==> src/rtl/pipeline_join_buf_pkg.sv <==
`default_nettype none
// ============================================================================
// Module  : pipeline_join_buf_pkg
// Brief   : Shared defaults and width helpers for the buffered N-to-1 join.
// Revision: 1.0 - initial release
// ============================================================================
package pipeline_join_buf_pkg;

    localparam int unsigned DEF_N     = 2;
    localparam int unsigned DEF_W     = 32;
    localparam int unsigned DEF_DEPTH = 2;

    // Occupancy must represent 0..DEPTH inclusive.
    function automatic int unsigned cnt_width(input int unsigned depth);
        return $clog2(depth + 1);
    endfunction

    function automatic int unsigned ptr_width(input int unsigned depth);
        return (depth > 1) ? $clog2(depth) : 1;
    endfunction

endpackage
`default_nettype wire

==> src/rtl/pipeline_join_buf_if.sv <==
`default_nettype none
// ============================================================================
// Module  : pipeline_join_buf_if
// Brief   : N producer channels in, one joined valid/ready channel out.
// Revision: 1.0 - initial release
// ============================================================================
interface pipeline_join_buf_if
    import pipeline_join_buf_pkg::*;
#(
    parameter int unsigned N = DEF_N,
    parameter int unsigned W = DEF_W
);
    logic [N-1:0]          i_valid;
    logic [N-1:0]          i_ready;
    logic [N-1:0][W-1:0]   i_data;
    logic                  o_valid;
    logic                  o_ready;
    logic [N*W-1:0]        o_data;

    modport slave  (input  i_valid, i_data, o_ready,
                    output i_ready, o_valid, o_data);
    modport master (output i_valid, i_data, o_ready,
                    input  i_ready, o_valid, o_data);
endinterface
`default_nettype wire

==> src/rtl/pipeline_join_buf_fifo.sv <==
`default_nettype none
// ============================================================================
// Module  : pipeline_fifo
// Brief   : Per-channel circular FIFO; full/empty derived from registered count.
// Revision: 1.0 - initial release
// ============================================================================
module pipeline_fifo
    import pipeline_join_buf_pkg::*;
#(
    parameter int unsigned W     = DEF_W,
    parameter int unsigned DEPTH = DEF_DEPTH
) (
    input  wire logic         clk,
    input  wire logic         rst_n,
    input  wire logic         i_push,
    input  wire logic [W-1:0] i_data,
    input  wire logic         i_pop,
    output logic              o_full,
    output logic              o_empty,
    output logic [W-1:0]      o_data
);
    localparam int unsigned   CW     = cnt_width(DEPTH);
    localparam int unsigned   PW     = ptr_width(DEPTH);
    localparam logic [PW-1:0] C_LAST = PW'(DEPTH - 1);
    localparam logic [CW-1:0] C_FULL = CW'(DEPTH);

    logic [W-1:0]  r_mem [DEPTH];
    logic [PW-1:0] r_wr_ptr;
    logic [PW-1:0] r_rd_ptr;
    logic [CW-1:0] r_count;
    logic          w_push;
    logic          w_pop;

    assign o_full  = (r_count == C_FULL);
    assign o_empty = (r_count == '0);
    assign o_data  = r_mem[r_rd_ptr];

    // Push is refused while full even if a pop happens on the same edge.
    assign w_push  = i_push & ~o_full;
    assign w_pop   = i_pop  & ~o_empty;

    always_ff @(posedge clk or negedge rst_n) begin
        if (!rst_n) begin
            r_wr_ptr <= '0;
            r_rd_ptr <= '0;
            r_count  <= '0;
        end else begin
            if (w_push) r_wr_ptr <= (r_wr_ptr == C_LAST) ? '0 : r_wr_ptr + PW'(1);
            if (w_pop)  r_rd_ptr <= (r_rd_ptr == C_LAST) ? '0 : r_rd_ptr + PW'(1);
            case ({w_push, w_pop})
                2'b10:   r_count <= r_count + CW'(1);
                2'b01:   r_count <= r_count - CW'(1);
                default: r_count <= r_count;
            endcase
        end
    end

    always_ff @(posedge clk) begin
        if (w_push) r_mem[r_wr_ptr] <= i_data;
    end

endmodule
`default_nettype wire

==> src/rtl/pipeline_join_buf.sv <==
`default_nettype none
// ============================================================================
// Module  : pipeline_join_buf
// Brief   : Buffered N-to-1 join; one beat pops one word from every channel.
// Revision: 1.0 - initial release
// ============================================================================
module pipeline_join_buf
    import pipeline_join_buf_pkg::*;
#(
    parameter int unsigned N     = DEF_N,
    parameter int unsigned W     = DEF_W,
    parameter int unsigned DEPTH = DEF_DEPTH
) (
    input wire logic              clk,
    input wire logic              rst_n,
    pipeline_join_buf_if.slave    bus
);
    logic [N-1:0]        w_ready;
    logic [N-1:0]        w_avail;
    logic [N-1:0][W-1:0] w_head;
    logic                w_pop;

    assign bus.i_ready = w_ready;
    assign bus.o_valid = &w_avail;
    assign w_pop       = (&w_avail) & bus.o_ready;

    generate
        for (genvar gi = 0; gi < int'(N); gi++) begin : g_ch
            logic w_full;
            logic w_empty;

            pipeline_fifo #(
                .W     (W),
                .DEPTH (DEPTH)
            ) u_fifo (
                .clk     (clk),
                .rst_n   (rst_n),
                .i_push  (bus.i_valid[gi]),
                .i_data  (bus.i_data[gi]),
                .i_pop   (w_pop),
                .o_full  (w_full),
                .o_empty (w_empty),
                .o_data  (w_head[gi])
            );

            assign w_ready[gi]             = ~w_full;
            assign w_avail[gi]             = ~w_empty;
            assign bus.o_data[gi*W +: W]   = w_head[gi];
        end
    endgenerate

endmodule
`default_nettype wire

==> src/flat_wrapper.sv <==
// flat-port wrapper written by rule: the top's interface ports become plain ports
module pipeline_join_buf_flat import pipeline_join_buf_pkg::*;
#(
    parameter int unsigned N     = DEF_N,
    parameter int unsigned W     = DEF_W,
    parameter int unsigned DEPTH = DEF_DEPTH
)
  (clk, rst_n, bus_i_valid, bus_i_data, bus_o_ready, bus_i_ready, bus_o_valid, bus_o_data);
  pipeline_join_buf_if #(.N(N), .W(W)) bus_i ();
  input wire logic clk;
  input wire logic rst_n;
  input wire logic [$bits(bus_i.i_valid)-1:0] bus_i_valid;
  input wire logic [$bits(bus_i.i_data)-1:0] bus_i_data;
  input wire logic [$bits(bus_i.o_ready)-1:0] bus_o_ready;
  output wire logic [$bits(bus_i.i_ready)-1:0] bus_i_ready;
  output wire logic [$bits(bus_i.o_valid)-1:0] bus_o_valid;
  output wire logic [$bits(bus_i.o_data)-1:0] bus_o_data;
  assign bus_i.i_valid = bus_i_valid;
  assign bus_i.i_data = bus_i_data;
  assign bus_i.o_ready = bus_o_ready;
  assign bus_i_ready = bus_i.i_ready;
  assign bus_o_valid = bus_i.o_valid;
  assign bus_o_data = bus_i.o_data;
  pipeline_join_buf #(.N(N), .W(W), .DEPTH(DEPTH)) u_core (.clk(clk), .rst_n(rst_n), .bus(bus_i));
endmodule
==> config.mk <==
export PLATFORM = sky130hd
export DESIGN_NAME = pipeline_join_buf_flat
export DESIGN_NICKNAME = d
export VERILOG_FILES = /design/src/rtl/pipeline_join_buf_pkg.sv /design/src/rtl/pipeline_join_buf_if.sv /design/src/rtl/pipeline_join_buf_fifo.sv /design/src/rtl/pipeline_join_buf.sv /design/src/flat_wrapper.sv
export SDC_FILE = /design/constraint.sdc
export NUM_CORES = 1
export LEC_CHECK = 0
export CAP_MARGIN = 0
export CORE_MARGIN = 3
export CORE_UTILIZATION = 35
export DETAILED_ROUTE_END_ITERATION = 12
export SYNTH_ARGS = -nofsm -noshare
export SYNTH_HDL_FRONTEND = slang
export SYNTH_HIERARCHICAL = 1
export SYNTH_SLANG_ARGS = --single-unit
export TNS_END_PERCENT = 30
==> constraint.sdc <==
create_clock -name clk -period 3.2 [get_ports clk]
set_input_delay 0.48 -clock clk [delete_from_list [all_inputs] [get_ports clk]]
set_output_delay 0.48 -clock clk [all_outputs]
set_load 0.005 [all_outputs]
==> results.yml <==
job:
  max_cap_viol_count: 0
floorplan:
  io_pins: 136
  core_area_um2: 14800
  dieWidth_um: 130
  dieArea_um2: 16800
  start_util_pct: 36.2
  die_y_um: 130
  rows: 44
placed_design:
  pre_cts_slack_ns: 0.859
  gp_congestion: 0.711
  hpwlAfterDp_mm: 6.61
  port_buffers: 135
  placed_cell_area_um2: 6870
critical_path:
  endpoint_kind: "output pin"
  path_cells: "buf_4 -> mux2_4 -> clkdlybuf4s50_1"
  criticalPathCategory: "register to output pin"
  cp_top_family: "buffers and inverters"
  crit_buf_inv: 2
  worst-path-max-fanout: 19
  cpPeakStageDelay_ns: 0.74
  arrival_ns: 2.25
  crit_required_ns: 2.72
  cpMaxStageDelayCell: "dfrtp_2"
  startpoint_type: "register"
sta:
  slew_headroom_pct: 60.7
  fin_tns_setup_ns: 0
  rsz0062_at_grt: "false"
  setup_viol_count_final: 0
  fin_crit_sh_pct: 85.4
  setup_ws_ns: 0.469
  timing.hold.ws_ns: 0.352
  min_period_ns: 2.73
  max_slew.worst_pin.slew_ns: 0.589
  finalHoldViolations: 0
  fmax_mhz: 366
  slew_viol_final: 0
  final.setup_skew_ns: 0.00609
synthesis:
  synth_area_leaders: "edfxtp_1 72%, mux2_4 16%, dfrtp_1 3.7%, buf_12 2.2%, mux2_2 1.3%"
  synth_top_area_cell: "edfxtp_1"
  synth_top_family_by_area: "multiplexers"
  synth.distinct_cells: 16
  syn_nets: 311
  synth_xor_area_share_pct: 1.64
  synth_compound_area_share_pct: 0
  yosysSeqAreaShare_pct: 75.7
  avgSynthCellArea_um2: 22.3
  yosysMostFrequentCell: "edfxtp_1"
  synthTopCellsByCount: "128 x edfxtp_1, 58 x mux2_4, 8 x dfrtp_1"
  synth_edf_count: 128
  synth-main-ff-cell: "edfxtp_1"
  async_reset_ff_share_pct: 5.88
  synth_warnings: 6
  ys_seq_elements: 136
  muxShareOfSynthArea_pct: 17.6
  yosys.area_share.simple_pct: 1.66
  synth_top_area_share_pct: 72.0
  syn_inst: 240
  synth_area_um2: 5340
  synth_fa_ha_area_share_pct: 0.468
clock_tree:
  clkLatencyLatePin_ns: 0.41
  clk_pin_slew_ns: 0.06
  post-cts-setup-buffers: 0
  cts.sinks: 136
  cts_buffers: 17
  h-tree-depth: 4
  ctsHoldBuffers: 0
  cts_root_buf: "clkbuf_16"
  cts_resized: 0
  cts_tree: "done"
  ctsLongestPathBuffers: 2
route:
  post_drt_via_cell_ratio: 4.49
  dr.pass1.iters: 4
  routedWlPerCell_um: 16.7
  drtIter0Drc: 143
  antenna_left: 0
  drt-total-wl_mm: 9.89
  vias: 2654
  drc: 0
pwr:
  peakVddDrop_mv: 0.352
  p_total_uw: 6760
  power_density_nw_per_um2: 911
  power_leakage_uw: 0.00273
global_route:
  grt_busiest_layer: "met2"
  grt_max_degree: 33
  grt.overflow.total: 0
  grt_pass1_wl_mm: 15.0
  grtUsageMet2_pct: 18.0
  use_met3_pct: 6.72
  grt_pass1_vias: 2859
  use_met1_pct: 14.6
  grt_usage_pct: 12.2
  antenna_found_initial: 0
final_layout:
  drive_above_1_share_pct: 25.3
  fill_cells: 1236
  fin_nets: 465
  antenna_cells: 0
  area_delta_synth_final_pct: 38.9
  design_area_um2: 7420
outcome:
  status: "complete, no violations"
hold_path:
  holdCritPathClass: "primary input to async pin"
## flip-flops by register name, indices dropped and copies added (netlist names)
register,cells
u_core/g_ch.u_fifo/r_wr_ptr,2
u_core/g_ch.u_fifo/r_count,4
u_core/g_ch.u_fifo/r_mem,128
u_core/g_ch.u_fifo/r_rd_ptr,2
## placed cells by master, fill, tap and decap left out, drive strengths merged
cell,n
clkdlybuf4s50,135
mux2,64
inv,4
xnor2,6
nand2b,2
and3,2
buf,8
edfxtp,128
xor2,4
nor2,7
dfrtp,8
clkinv,5
clkbuf,22
nor2b,2
nand2,2
nor3b,1
ha,2
bufinv,2
clkinvlp,3
## where the power goes
| part | internal, µW | switching (µW) |
|---|---|---|
| logic | 1450 | 816 |
| registers | 2450 | 233 |
| clock network | 1130 | 677 |
| total | 5040 | 1730 |
## metal layers
metal | up-vias | wire (µm)
li1 | 1233 | -
met1 | 1290 | 4200
met2 | 113 | 4440
met3 | 18 | 1050
met4 | 0 | 193
met5 | - | 0
## stage by stage
step,util [%],cells
2_1_floorplan,-,240
3_3_place_gp,46.6,559
3_5_place_dp,46.6,559
4_1_cts,50.3,591
5_1_grt,50.3,591
6_report,50.3,591
## final timing paths
kind                                                  start  cells after the start                                 end  slack [ns]
setup / recovery             u_core/g_ch[1].u_fifo/r_rd_ptr                      3                      bus_o_data[32]        0.47
hold / removal                                        rst_n                      1      u_core/g_ch[0].u_fifo/r_wr_ptr        0.35
setup reg to reg           u_core/g_ch[0].u_fifo/r_count[0]                      4  u_core/g_ch[0].u_fifo/r_mem[0][22]        1.51
hold reg to reg            u_core/g_ch[1].u_fifo/r_count[1]                      1    u_core/g_ch[1].u_fifo/r_count[1]        0.49
max in group asynchronous                             rst_n                      1      u_core/g_ch[1].u_fifo/r_rd_ptr        2.55
min in group clk           u_core/g_ch[1].u_fifo/r_count[1]                      1    u_core/g_ch[1].u_fifo/r_count[1]        0.49
## final cells by class
class                      count  area [µm²]  share of cell area, %
inverter                       4        15.0                  0.202
clock buffer                  22         444                   5.99
multi-input combinational     92        1150                   15.6
tap                          184         230                   3.10
clock inverter                10         104                   1.40
timing repair buffer         143        1420                   19.2
sequential                   136        4050                   54.5
## logic make-up after synthesis
logic type                 after synthesis
adders and majority gates                2
muxes                                   64
DFF                                    136
buffers and inverters                   12
and+or+nand+nor                         16
xor gates and xnor gates                10
Power figures use the tool's default switching activity.
